`src/rtl/run_ctrl_pkg.sv`:
```
// run_ctrl_pkg -- shared types and constants for the run controller.
//   ctrl_state_e : control states of the run/halt/step controller
//   PH_*         : bit indices into the one-hot sequencer phase vector
package run_ctrl_pkg;

  typedef enum logic [1:0] {
    CS_RUN       = 2'd0,
    CS_HALT_PEND = 2'd1,
    CS_HALTED    = 2'd2,
    CS_STEP      = 2'd3
  } ctrl_state_e;

  localparam int PH_FETCH  = 0;
  localparam int PH_DECODE = 1;
  localparam int PH_EXEC   = 2;
  localparam int PH_SLEEP  = 3;

endpackage

```
`src/rtl/run_ctrl_cnt.sv`:
```
// run_ctrl_cnt -- retired-instruction counter with optional breakpoint compare.
//   clk, rst     : clock, async active-low reset
//   exec         : sequencer is in its execute phase this cycle
//   retired      : count of execute cycles, wraps modulo 2^CNT_W
//   bkpt_val     : breakpoint count, 0 disables    (RUN_CTRL_BKPT_EN only)
//   bkpt_match   : this execute would retire instruction number bkpt_val
//                  (RUN_CTRL_BKPT_EN only; combinational, not gated by exec)
module run_ctrl_cnt #(
  parameter int CNT_W = 16
) (
  input  logic             clk,
  input  logic             rst,
  input  logic             exec,
`ifdef RUN_CTRL_BKPT_EN
  input  logic [CNT_W-1:0] bkpt_val,
  output logic             bkpt_match,
`endif
  output logic [CNT_W-1:0] retired
);

  logic [CNT_W-1:0] retired_q, retired_d, retired_inc;

  assign retired_inc = retired_q + CNT_W'(1);

  always_comb begin
    retired_d = retired_q;
    if (exec) retired_d = retired_inc;
  end

  always_ff @(posedge clk or negedge rst) begin
    if (!rst) retired_q <= '0;
    else      retired_q <= retired_d;
  end

  assign retired = retired_q;

`ifdef RUN_CTRL_BKPT_EN
  // Compare against the post-increment value so the hit is known during the
  // execute cycle itself, early enough to drop run in that same cycle.
  assign bkpt_match = (bkpt_val != '0) && (retired_inc == bkpt_val);
`endif

endmodule

```
`src/rtl/run_ctrl.sv`:
```
// run_ctrl -- run/halt/single-step controller for an instruction sequencer.
// Optional feature macro: RUN_CTRL_BKPT_EN (adds retired-count breakpoint).
//   clk, rst     : clock, async active-low reset
//   halt_req     : one-cycle halt request
//   resume_req   : one-cycle resume request
//   step_req     : one-cycle single-step request
//   state        : one-hot sequencer phase (fetch, decode, execute, sleep)
//   run          : combinational run enable back to the sequencer
//   halted       : registered, high while parked in HALTED
//   step_done    : registered one-cycle pulse when a step completes
//   retired      : count of execute cycles
//   bkpt_val     : breakpoint retired count, 0 disables (RUN_CTRL_BKPT_EN)
//   bkpt_hit     : registered pulse on first HALTED cycle after a breakpoint
module run_ctrl
  import run_ctrl_pkg::*;
#(
  parameter int CNT_W        = 16,
  parameter bit RESET_HALTED = 1'b0
) (
  input  logic             clk,
  input  logic             rst,
  input  logic             halt_req,
  input  logic             resume_req,
  input  logic             step_req,
  input  logic [3:0]       state,
`ifdef RUN_CTRL_BKPT_EN
  input  logic [CNT_W-1:0] bkpt_val,
  output logic             bkpt_hit,
`endif
  output logic             run,
  output logic             halted,
  output logic             step_done,
  output logic [CNT_W-1:0] retired
);

  localparam ctrl_state_e RST_STATE = RESET_HALTED ? CS_HALT_PEND : CS_RUN;

  ctrl_state_e ctrl_q, ctrl_d;
  logic        halted_q, halted_d;
  logic        step_done_q, step_done_d;
  logic        exec;
  logic        bkpt_match;
  logic        bkpt_fire;

  // Only the execute bit steers control; one-hotness is not checked.
  assign exec = state[PH_EXEC];

  logic unused_phase;
  assign unused_phase = ^{state[PH_FETCH], state[PH_DECODE], state[PH_SLEEP]};

  run_ctrl_cnt #(.CNT_W(CNT_W)) u_cnt (
    .clk        (clk),
    .rst        (rst),
    .exec       (exec),
`ifdef RUN_CTRL_BKPT_EN
    .bkpt_val   (bkpt_val),
    .bkpt_match (bkpt_match),
`endif
    .retired    (retired)
  );

`ifndef RUN_CTRL_BKPT_EN
  assign bkpt_match = 1'b0;
`endif

  assign bkpt_fire = (ctrl_q == CS_RUN) && exec && bkpt_match;

  // Dropping run during execute makes the sequencer fall into sleep at the
  // instruction boundary instead of fetching the next instruction.
  always_comb begin
    ctrl_d = ctrl_q;
    run    = 1'b0;
    unique case (ctrl_q)
      CS_RUN: begin
        run = !bkpt_fire;
        if (bkpt_fire)     ctrl_d = CS_HALTED;
        else if (halt_req) ctrl_d = CS_HALT_PEND;
      end
      CS_HALT_PEND: begin
        run = !exec;
        if (exec) ctrl_d = CS_HALTED;
      end
      CS_HALTED: begin
        // resume wins over a simultaneous step
        if (resume_req)    ctrl_d = CS_RUN;
        else if (step_req) ctrl_d = CS_STEP;
      end
      CS_STEP: begin
        run = !exec;
        if (exec) ctrl_d = CS_HALTED;
      end
      default: ctrl_d = CS_RUN;
    endcase
    halted_d    = (ctrl_d == CS_HALTED);
    step_done_d = (ctrl_q == CS_STEP) && exec;
  end

  always_ff @(posedge clk or negedge rst) begin
    if (!rst) begin
      ctrl_q      <= RST_STATE;
      halted_q    <= 1'b0;
      step_done_q <= 1'b0;
    end else begin
      ctrl_q      <= ctrl_d;
      halted_q    <= halted_d;
      step_done_q <= step_done_d;
    end
  end

  assign halted    = halted_q;
  assign step_done = step_done_q;

`ifdef RUN_CTRL_BKPT_EN
  logic bkpt_hit_q, bkpt_hit_d;

  assign bkpt_hit_d = bkpt_fire;

  always_ff @(posedge clk or negedge rst) begin
    if (!rst) bkpt_hit_q <= 1'b0;
    else      bkpt_hit_q <= bkpt_hit_d;
  end

  assign bkpt_hit = bkpt_hit_q;
`endif

endmodule

```
`config.mk`:
```
export PLATFORM = sky130hd
export DESIGN_NAME = run_ctrl
export DESIGN_NICKNAME = d
export VERILOG_FILES = /design/src/rtl/run_ctrl_pkg.sv /design/src/rtl/run_ctrl_cnt.sv /design/src/rtl/run_ctrl.sv
export SDC_FILE = /design/constraint.sdc
export NUM_CORES = 1
export LEC_CHECK = 0
export BUFFER_PORTS_ARGS = -buffer_cell sky130_fd_sc_hd__buf_2
export CAP_MARGIN = 20
export CORE_AREA = 4 4 59 72
export CTS_BUF_LIST = sky130_fd_sc_hd__clkbuf_8
export CTS_CLUSTER_DIAMETER = 120
export DETAILED_ROUTE_END_ITERATION = 8
export DIE_AREA = 0 0 63 76
export PLACE_DENSITY_LB_ADDON = 0.2
export SLEW_MARGIN = 5
export SYNTH_ARGS = -nofsm -noshare
export SYNTH_HDL_FRONTEND = slang
export SYNTH_HIERARCHICAL = 1
export SYNTH_SLANG_ARGS = --single-unit
```
`constraint.sdc`:
```
create_clock -name clk -period 1.8 [get_ports clk]
set_input_delay 0.09 -clock clk [delete_from_list [all_inputs] [get_ports clk]]
set_output_delay 0.09 -clock clk [all_outputs]
set_load 0.03 [all_outputs]
```
* Word-level counts from Yosys, hierarchy flattened *
Cells that the tools add are included.

cells by class
  $add $sub $neg = 1
  equality and inequality tests = 4
  mux-type cells = 6
  reductions and logical operators = 4

operator list
  cell                                                 count
  adder 16 x 1 -> 16 bit, second input constant        1
  2-to-1 mux 2 bit                                     4
  equality test 2 bit, second input constant           3
  one-hot mux 2 bit (3 select lines)                   1
  equality test 2 x 1 -> 1 bit, second input constant  1
  logical NOT 2 bit                                    1
  one-hot mux 1 bit (2 select lines)                   1
  OR reduction 2 bit                                   1
  logical AND 1 bit                                    1
  logical NOT 1 bit                                    1

word-level totals
  register bits after elaboration = 20
  input bits = 9
  output and inout port bits = 19
  logic and storage cells = 19

* Logic depth before layout (Yosys ltp) *
Gate-level depths: netlist of the first run.

  depth in word-level cells = 4
  mapped depth = 5

* By module *
The synthesis of the first run kept the hierarchy.

by module, submodules not included
  module        times used  cells each  area each (um^2)
  run_ctrl_cnt  1           56          695.7
  run_ctrl      1           15          173.9

* Least setup slack after synthesis of the first run *
No wires, ideal clock.

  path kind = register to register
  start = register u_cnt.retired_q[0] (netlist: u_cnt/retired[0])
  end = register u_cnt.retired_q[12] (netlist: u_cnt/retired[12])
  arrival time = 1.438 ns
  setup slack = 0.282 ns
  stages on the path, launching flop included = 6
  cells stage by stage = dfrtp_1 > ha_1 > nand2_1 > nor3_2 > and4_1 > xor2_1

between the ends
  longest elaborated chain between the ends = 1

RTL lines
  item                    line                RTL
  from (decl)             run_ctrl_cnt.sv:21  logic [CNT_W-1:0] retired_q, retired_d, retired_inc;
  from (signal assigned)  run_ctrl_cnt.sv:32  else retired_q <= retired_d;
  adder 16 x 1 -> 16 bit  run_ctrl_cnt.sv:23  assign retired_inc = retired_q + CNT_W'(1);

Every way passes these cells.
A chain may end at the register's enable or synchronous reset.

* Worst setup path in the final report of the first run *
  start = register u_cnt.retired_q[1] (netlist: u_cnt/retired[1])
  end = register u_cnt.retired_q[12] (netlist: u_cnt/retired[12])

The elaborated chain is that of the path after synthesis.

==> impl_metrics.toml, run 1 <==
[critical_path]
crit_arrival_ns = 1.65
end_kind = "flop"
cp_num_buf_inv = 0
crit_fanout = 6
cp_top_family = "simple AND/OR/NAND/NOR gates"
slowest_stage = "dfrtp_1"
worstSetupPathType = "flop to flop"
crit_path_start_kind = "flop"
max_stage_delay_ns = 0.44
critPathRequiredTime_ns = 1.98
worstPathCellList = "ha_1 -> nand2_1 -> nor3_2 -> and4_1 -> xor2_1"

[logic_synthesis]
yosysTopAreaCellShare = 0.5755
ys_seq_elements = 20
yosysUniqueCellTypes = 21
netlist_area_um2 = 869.6
synth_edf_count = 0
synthFlopType = "dfrtp_1"
syn_inst = 71
synth_area_leaders = "dfrtp_1, xnor2_1, xor2_1, nand3_1, nand2_1"
async_flop_share = 1.000
synthesis.nets = 81
yosysSeqAreaShare = 0.5755
yosysWarningCount = 6
syn_avg_cell_area_um2 = 12.25
yosys.area.top_type = "dfrtp_1"

[die]
die_area_um2 = 4788
coreArea_um2 = 3573
die_y_um = 76
start_util = 0.2433
boundaryPins = 28
rows = 24
die_w_um = 63

[placement]
hpwl_mm = 1.274
place_congestion = 0.6639
port_buffers = 24

[global_routing]
first_global_vias = 674
track_usage = 0.08313
use_met3 = 0.03687
overflow = 0
use_met2 = 0.1352
grt_pass1_wl_mm = 3.153
grt_max_degree = 21
grt_antenna_before_repair = 0
busiest_layer = "met2"
met1_usage = 0.09150

[timing]
slew_headroom = 0.6977
setup_violations = 0
period_needed_ns = 1.471
worst_pin_slew_ns = 0.4535
hold_viol_final = 0
grt_setup_unrepaired = "false"
period_share = 0.8172
finClkSkew_ns = 0.0008471
max_freq_mhz = 679.8
setup_tns_ns = 0
drv_slew = 0

[clock_network]
cts_buffer_depth = 2
clkTransAtPathRegs_ns = 0.07
clock_latency_ns = 0.25
root_buffer = "clkbuf_8"
clock_sinks = 20
post_cts_buffers = 0
cts_tree = "done"
post_cts_resized = 0
hold_buffers = 1
h-tree-depth = 1
cts_buffers = 3

[cells_and_area]
area_growth_pct = 25.32
layout-drive-gt1-share = 0.3131
layout_common_cells = "buf_2, dfrtp_1, xnor2_1"
fill_cells = 374
utilization = 0.3050
diodes = 0
finalNetCount = 111
final_common_cell = "buf_2"

[route]
vias = 612
drtPass1Iterations = 3
vias_per_cell = 4.435
wl_per_cell_um = 12.34
drtIter0Drc = 35
drtAntennaViolNets = 0
route.detailed.drc = 0
finalWirelength_mm = 1.703

[min_path]
hp-class = "input pin to flop"

[status]
status = "finished, final reports clean"

[power]
p_per_area_nw_per_um2 = 1432
p_leak_nw = 0.5522
ir_drop_mv = 0.8168

[flow_run]
drv_cap = 0
per-stage QoR:
stage / cell area, um2 / hold WS (ns) / std cells / setup slack (ns) / total power, mW
2_1_floorplan: 869.6 / -0.2056 / 71 / 0.2818 / 1.100
6_report: 1090 / 0.02385 / 138 / 0.3291 / 1.560
5_1_grt: 1090 / 0.01253 / 138 / 0.2387 / 1.672
4_1_cts: 1090 / 0.01497 / 138 / 0.3134 / 1.596
3_3_place_gp: 1039 / 0.06991 / 134 / 0.3636 / 1.283
3_5_place_dp: 1039 / 0.07848 / 134 / 0.3417 / 1.291
where the power goes:
group	switching [mW]	internal, mW
clock	0.141	0.149
combinational	0.361	0.193
sequential	0.152	0.563
total	0.655	0.905
cell usage after synthesis, drive strengths merged (2+ instances only):
cell type	n
nor2	4
xnor2	9
nand4	4
nor3	2
nand2	6
nand3	5
dfrtp	20
xor2	6
inv	3
a21oi	2
sequential cells by signal (all words and copies together), names as in the netlist:
name,count
u_cnt/retired,16
halted,1
ctrl_q,2
step_done,1
cell families after synthesis:
kind of cell    Yosys count  share of synthesized area
fa+ha+maj                 1                    0.01439
xor+xnor                 15                     0.1511
flops                    20                     0.5755
mux                       1                    0.01295
buf+inv                   3                    0.01295
simple gates             26                     0.1842
compound gates            5                    0.04893
worst paths after layout:
path / startpoint / endpoint / slack, ns / depth (start not counted)
setup / recovery: u_cnt/retired[1] / u_cnt/retired[12] / 0.33 / 5
hold / removal: step_req / halted / 0.02 / 2
setup reg to reg: u_cnt/retired[1] / u_cnt/retired[12] / 0.33 / 5
hold reg to reg: u_cnt/retired[15] / u_cnt/retired[15] / 0.46 / 1
max in group asynchronous: rst / u_cnt/retired[0] / 1.18 / 2
min in group asynchronous: rst / u_cnt/retired[3] / 0.31 / 2
area by class of cell:
type	count	area, um2	share of cell area
flip-flops and latches	20	500.5	0.4592
clock buffers	3	41.29	0.03789
multi-input cells	48	357.8	0.3284
inverters	3	11.26	0.01033
well taps	39	48.80	0.04478
repair buffers	25	130.1	0.1194
routing by layer:
metal / part of all wire / vias up
li1: - / 299
met1: 0.44 / 289
met2: 0.48 / 20
met3: 0.064 / 4
met4: 0.018 / 0
met5: 0 / -
Note: power is estimated with default switching activity, not from simulation.
==> run 2, diff against run 1 <==
==> constraint.sdc (replaced) <==
create_clock -name clk -period 1.2 [get_ports clk]
set_input_delay 0.06 -clock clk [delete_from_list [all_inputs] [get_ports clk]]
set_output_delay 0.06 -clock clk [all_outputs]
set_load 0.03 [all_outputs]
==> run 2 against run 1 <==
Compared with the run above:
- the run now ends with negative setup slack left
- final cell count grew 17%
- sequential share of layout area decreased by 7.7 points
- setup slack worse by 0.34 ns
- combinational power grew 130%
- wire length is 8.7% higher
- hold slack better by 0.11 ns
- global-route usage increased by 0.54 points
- clock power increased by 71%
- clock skew is 0.0020 ns higher
- register-to-register slack worse by 0.34 ns
- sequential power up 45%
- critical path depth unchanged
- largest cell class unchanged
- highest routed layer unchanged
==> impl_metrics.toml, run 2 (same netlist as run 1, synthesis figures left out) <==
[timing]
fin_ws_ns = -0.01222
setup_violations = 1
max_freq_mhz = 824.9
period_share = 1.010
worst_pin_slew_ns = 0.4516
finClkSkew_ns = 0.002811
hold_viol_final = 0
period_needed_ns = 1.212
grt_setup_unrepaired = "true"
drv_slew = 0
slew_headroom = 0.6989

[cells_and_area]
largest_reg_flops = 16
final_common_cell = "buf_2"
layout-drive-gt1-share = 0.5820
layout_common_cells = "buf_2, buf_4, dfrtp_2"
finalNetCount = 133
diodes = 0
fill_cells = 358
fin_cells = 161
multi_input_area_um2 = 412.9
area_growth_pct = 54.68
register_area_um2 = 514.2

[route]
vias = 690
wl_per_cell_um = 11.50
drtAntennaViolNets = 0
finalWirelength_mm = 1.851
drtIter0Drc = 29
drtPass1Iterations = 4
route.detailed.drc = 0
vias_per_cell = 4.286

[placement]
place_congestion = 0.7483
port_buffers = 24
hpwl_mm = 1.418
placed_cells = 148

[die]
coreArea_um2 = 3573
die_y_um = 76
die_w_um = 63
boundaryPins = 28
die_area_um2 = 4788
rows = 24
start_util = 0.2433

[critical_path]
crit_path_start_kind = "flop"
crit_cells = 5
cp_top_family = "simple AND/OR/NAND/NOR gates"
timing.rr.end = "u_cnt/retired[12]"
max_stage_delay_ns = 0.40
worstPathCellList = "ha_4 -> nand2_4 -> nor3_4 -> and4_1 -> xor2_1"
worstSetupPathType = "flop to flop"
cp_num_buf_inv = 0
ff2ff_path_depth = 5
slowest_stage = "dfrtp_2"
reg2reg_slack_ns = -0.01
crit_arrival_ns = 1.39
critPathRequiredTime_ns = 1.38
r2r-start = "u_cnt/retired[0]"
startpoint = "u_cnt/retired[0]"
crit_fanout = 3
end_kind = "flop"

[clock_network]
clock_sinks = 20
cts_tree = "done"
cts_buffer_depth = 2
clock_latency_ns = 0.25
root_buffer = "clkbuf_8"
cts_buffers = 3
clkTransAtPathRegs_ns = 0.07
h-tree-depth = 1

[global_routing]
overflow = 0
grt_max_degree = 21
grt_pass1_wl_mm = 3.429
first_global_vias = 728
grt_antenna_before_repair = 0
track_usage = 0.08856

[power]
p_per_area_nw_per_um2 = 2094
ir_drop_mv = 0.9622
p_total_mw = 2.816
p_leak_nw = 0.6994

[status]
violations = "negative setup slack"
status = "finished with violations"

[min_path]
hold_start = "halt_req"
hp-class = "input pin to flop"
hold_end = "ctrl_q[0]"
worst_hold_path.num_cells = 3

[flow_run]
drv_cap = 0
run 2: metrics by stage:
| step | area [um2] | TNS [ns] | hold slack [ns] | utilization | setup WS [ns] |
|---|---|---|---|---|---|
| floorplan | 898.4 | -0.5007 | -0.2356 | - | -0.1596 |
| global placement | 1172 | -0.05154 | 0.03984 | 0.3281 | -0.04666 |
| detailed placement | 1172 | -0.09760 | 0.04021 | 0.3281 | -0.08034 |
| CTS | 1300 | -0.01917 | 0.1195 | 0.3638 | -0.01842 |
| global route | 1345 | -0.5299 | 0.1404 | 0.3764 | -0.09281 |
| finish | 1345 | -0.01222 | 0.1299 | 0.3764 | -0.01222 |
run 2: final cells by class:
class / count / share of cell area
flip-flops and latches: 20 / 0.3823
well taps: 39 / 0.03628
inverters: 3 / 0.008372
multi-input cells: 48 / 0.3070
repair buffers: 47 / 0.2251
clock buffers: 4 / 0.04093
run 2: worst reg2reg max path, stage by stage, from the launching register on:
cell	delay (ns)
dfrtp_2	0.40
ha_4	0.16
nand2_4	0.05
nor3_4	0.18
and4_1	0.22
xor2_1	0.14
run 2: power breakdown:
group | total, mW | switching (mW) | internal [mW]
combinational | 1.28 | 0.710 | 0.566
clock | 0.497 | 0.206 | 0.291
sequential | 1.04 | 0.176 | 0.868
run 2: repair_timing:
item | CTS | global route
hold buffers | 3 | 0
setup endpoints to repair | 6 | 10
gates resized for setup | 6 | 4
hold endpoints to repair | 21 | 0
gates cloned | 0 | 0
buffers inserted | 2 | 4
pin swaps | 4 | 7
run 2: metal layers:
| metal | up-vias | GRT usage | part of all wire |
|---|---|---|---|
| met1 | 327 | 0.1050 | 0.43 |
| met5 | - | 0 | 0 |
| met2 | 17 | 0.1447 | 0.50 |
| li1 | 344 | - | - |
| met3 | 2 | 0.02802 | 0.067 |
| met4 | 0 | 0.03974 | 0.0076 |
run 2: worst max-delay path by stage:
stage | to | slack (ns)
6_report | u_cnt/retired[12] | -0.01
3_5_place_dp | u_cnt/retired[12] | -0.08
4_1_cts | u_cnt/retired[12] | -0.02
2_1_floorplan | u_cnt/retired[12] | -0.16
5_1_grt | u_cnt/retired[12] | -0.09
3_3_place_gp | u_cnt/retired[12] | -0.05
==> run 3, diff against run 2 <==
--- a/config.mk
+++ b/config.mk
@@ -7,6 +7,8 @@
 export LEC_CHECK = 0
 export BUFFER_PORTS_ARGS = -buffer_cell sky130_fd_sc_hd__buf_2
 export CAP_MARGIN = 20
+export CELL_PAD_IN_SITES_DETAIL_PLACEMENT = 2
+export CELL_PAD_IN_SITES_GLOBAL_PLACEMENT = 2
 export CORE_AREA = 4 4 59 72
 export CTS_BUF_LIST = sky130_fd_sc_hd__clkbuf_8
 export CTS_CLUSTER_DIAMETER = 120
==> run 3 against run 2 <==
Compared with the run above:
- the flow still finishes with violations (negative setup slack)
- die area stayed put
- setup slack worse by 0.013 ns
- register-to-register slack barely moved
- global-route usage grew 1.6 points
- utilization grew 0.39 points
==> impl_metrics.toml, run 3 (same netlist as run 1, synthesis figures left out) <==
[global_routing]
grt_antenna_before_repair = 0
first_global_vias = 837
use_met3 = 0.02065
use_met2 = 0.2070
met1_usage = 0.1020
track_usage = 0.1042
grt_max_degree = 21
grt_pass1_wl_mm = 3.946
busiest_layer = "met2"
overflow = 0

[critical_path]
crit_path_start_kind = "flop"
worstSetupPathType = "flop to flop"
critPathRequiredTime_ns = 1.34
crit_fanout = 5
max_stage_delay_ns = 0.39
worstPathCellList = "nand4_4 -> nor3_4 -> buf_4 -> nand2_4 -> xnor2_2"
crit_arrival_ns = 1.37
slowest_stage = "dfrtp_2"
end_kind = "flop"
ff2ff_path_depth = 5
reg2reg_slack_ns = -0.03

[power]
p_comb_frac = 0.453
pwr-share-seq = 0.368
p_per_area_nw_per_um2 = 2131
netSwitchingFraction = 0.4001
internal_power_mw = 1.737
clkPwrFrac = 0.179
p_switching_mw = 1.159
p_leak_nw = 0.7181
p_total_mw = 2.895
ir_drop_mv = 0.8092

[cells_and_area]
layout_common_cells = "buf_2, buf_4, dfrtp_2"
fin_area_um2 = 1359
utilization = 0.3803
register_area_um2 = 515.5
final_common_cell = "buf_2"
multi_input_area_um2 = 436.7
layout-drive-gt1-share = 0.6083
fill_cells = 387
diodes = 0
area_growth_pct = 56.26
largest_reg_flops = 16
finalNetCount = 131

[timing]
timing.hold.ws_ns = 0.1169
fin_ws_ns = -0.02501
max_freq_mhz = 816.3
period_share = 1.021
hold_viol_final = 0
slew_headroom = 0.6894
setup_tns_ns = -0.05453
drv_slew = 0
setup_violations = 3
finClkSkew_ns = 0.003612
worst_pin_slew_ns = 0.4659
grt_setup_unrepaired = "true"
period_needed_ns = 1.225

[clock_network]
clock_sinks = 20
h-tree-depth = 1
clock_latency_ns = 0.26
cts_buffers = 3
cts_tree = "done"
cts_buffer_depth = 2
root_buffer = "clkbuf_8"
clkTransAtPathRegs_ns = 0.08

[route]
route.detailed.drc = 0
drtAntennaViolNets = 0
drtPass1Iterations = 4
vias_per_cell = 4.547
drtIter0Drc = 23
wl_per_cell_um = 14.37
finalWirelength_mm = 2.285
vias = 723

[die]
rows = 24
die_y_um = 76
die_w_um = 63
boundaryPins = 28
start_util = 0.2433
coreArea_um2 = 3573
die_area_um2 = 4788

[placement]
hpwl_mm = 1.742
port_buffers = 24
place_area_um2 = 1165
place_congestion = 0.6486

[min_path]
hp-class = "input pin to flop"
worst_hold_path.num_cells = 3

[status]
status = "finished with violations"
violations = "negative setup slack"

[flow_run]
drv_cap = 0
==> run 3: metrics by stage <==
stage          instances  worst slack [ns]
6_report             159          -0.02501
5_1_grt              159           -0.1031
4_1_cts              156          -0.03338
3_5_place_dp         147          -0.07968
3_3_place_gp         147          -0.04906
2_1_floorplan         71           -0.1596
==> run 3: repair_timing <==
item | CTS | global route
buffers inserted | 2 | 3
setup endpoints to repair | 7 | 10
resized for setup | 9 | 8
pin swaps | 5 | 5
hold buffers | 3 | 0
endpoints found under the hold margin | 21 | 0
==> run 3: worst paths after layout <==
path                              startpoint           endpoint
setup reg to reg            u_cnt/retired[2]  u_cnt/retired[10]
setup / recovery            u_cnt/retired[2]  u_cnt/retired[10]
hold / removal                      halt_req          ctrl_q[0]
max in group asynchronous                rst   u_cnt/retired[1]
hold reg to reg            u_cnt/retired[15]  u_cnt/retired[15]
min in group asynchronous                rst   u_cnt/retired[7]
==> run 3: area by class of cell <==
type,instances,area share
Clock buffer,4,0.04052
Timing Repair Buffer,45,0.2145
Tap cell,39,0.03591
Inverter,3,0.008287
Multi-Input combinational cell,48,0.3214
Sequential cell,20,0.3794
==> run 3: critical path: cells and delay by family, from the launching register on <==
family                 cells  cell delay, ns
XOR/XNOR                   1            0.13
buffers and inverters      1            0.15
flip-flops                 1            0.39
AND/OR/NAND/NOR            3            0.44
==> run 3: power by group through the flow <==
stage | clock, mW | combinational (mW) | sequential [mW]
2_1_floorplan | 0 | 0.348 | 1.37
3_3_place_gp | 0 | 1.10 | 1.05
3_5_place_dp | 0 | 1.14 | 1.06
4_1_cts | 0.546 | 1.26 | 1.05
5_1_grt | 0.567 | 1.42 | 1.09
6_report | 0.519 | 1.31 | 1.06
==> run 3: routing by layer <==
layer	share of wire	vias to the layer above
li1	-	340
met1	0.39	370
met2	0.58	11
met3	0.026	2
met4	0.0061	0
met5	0	-
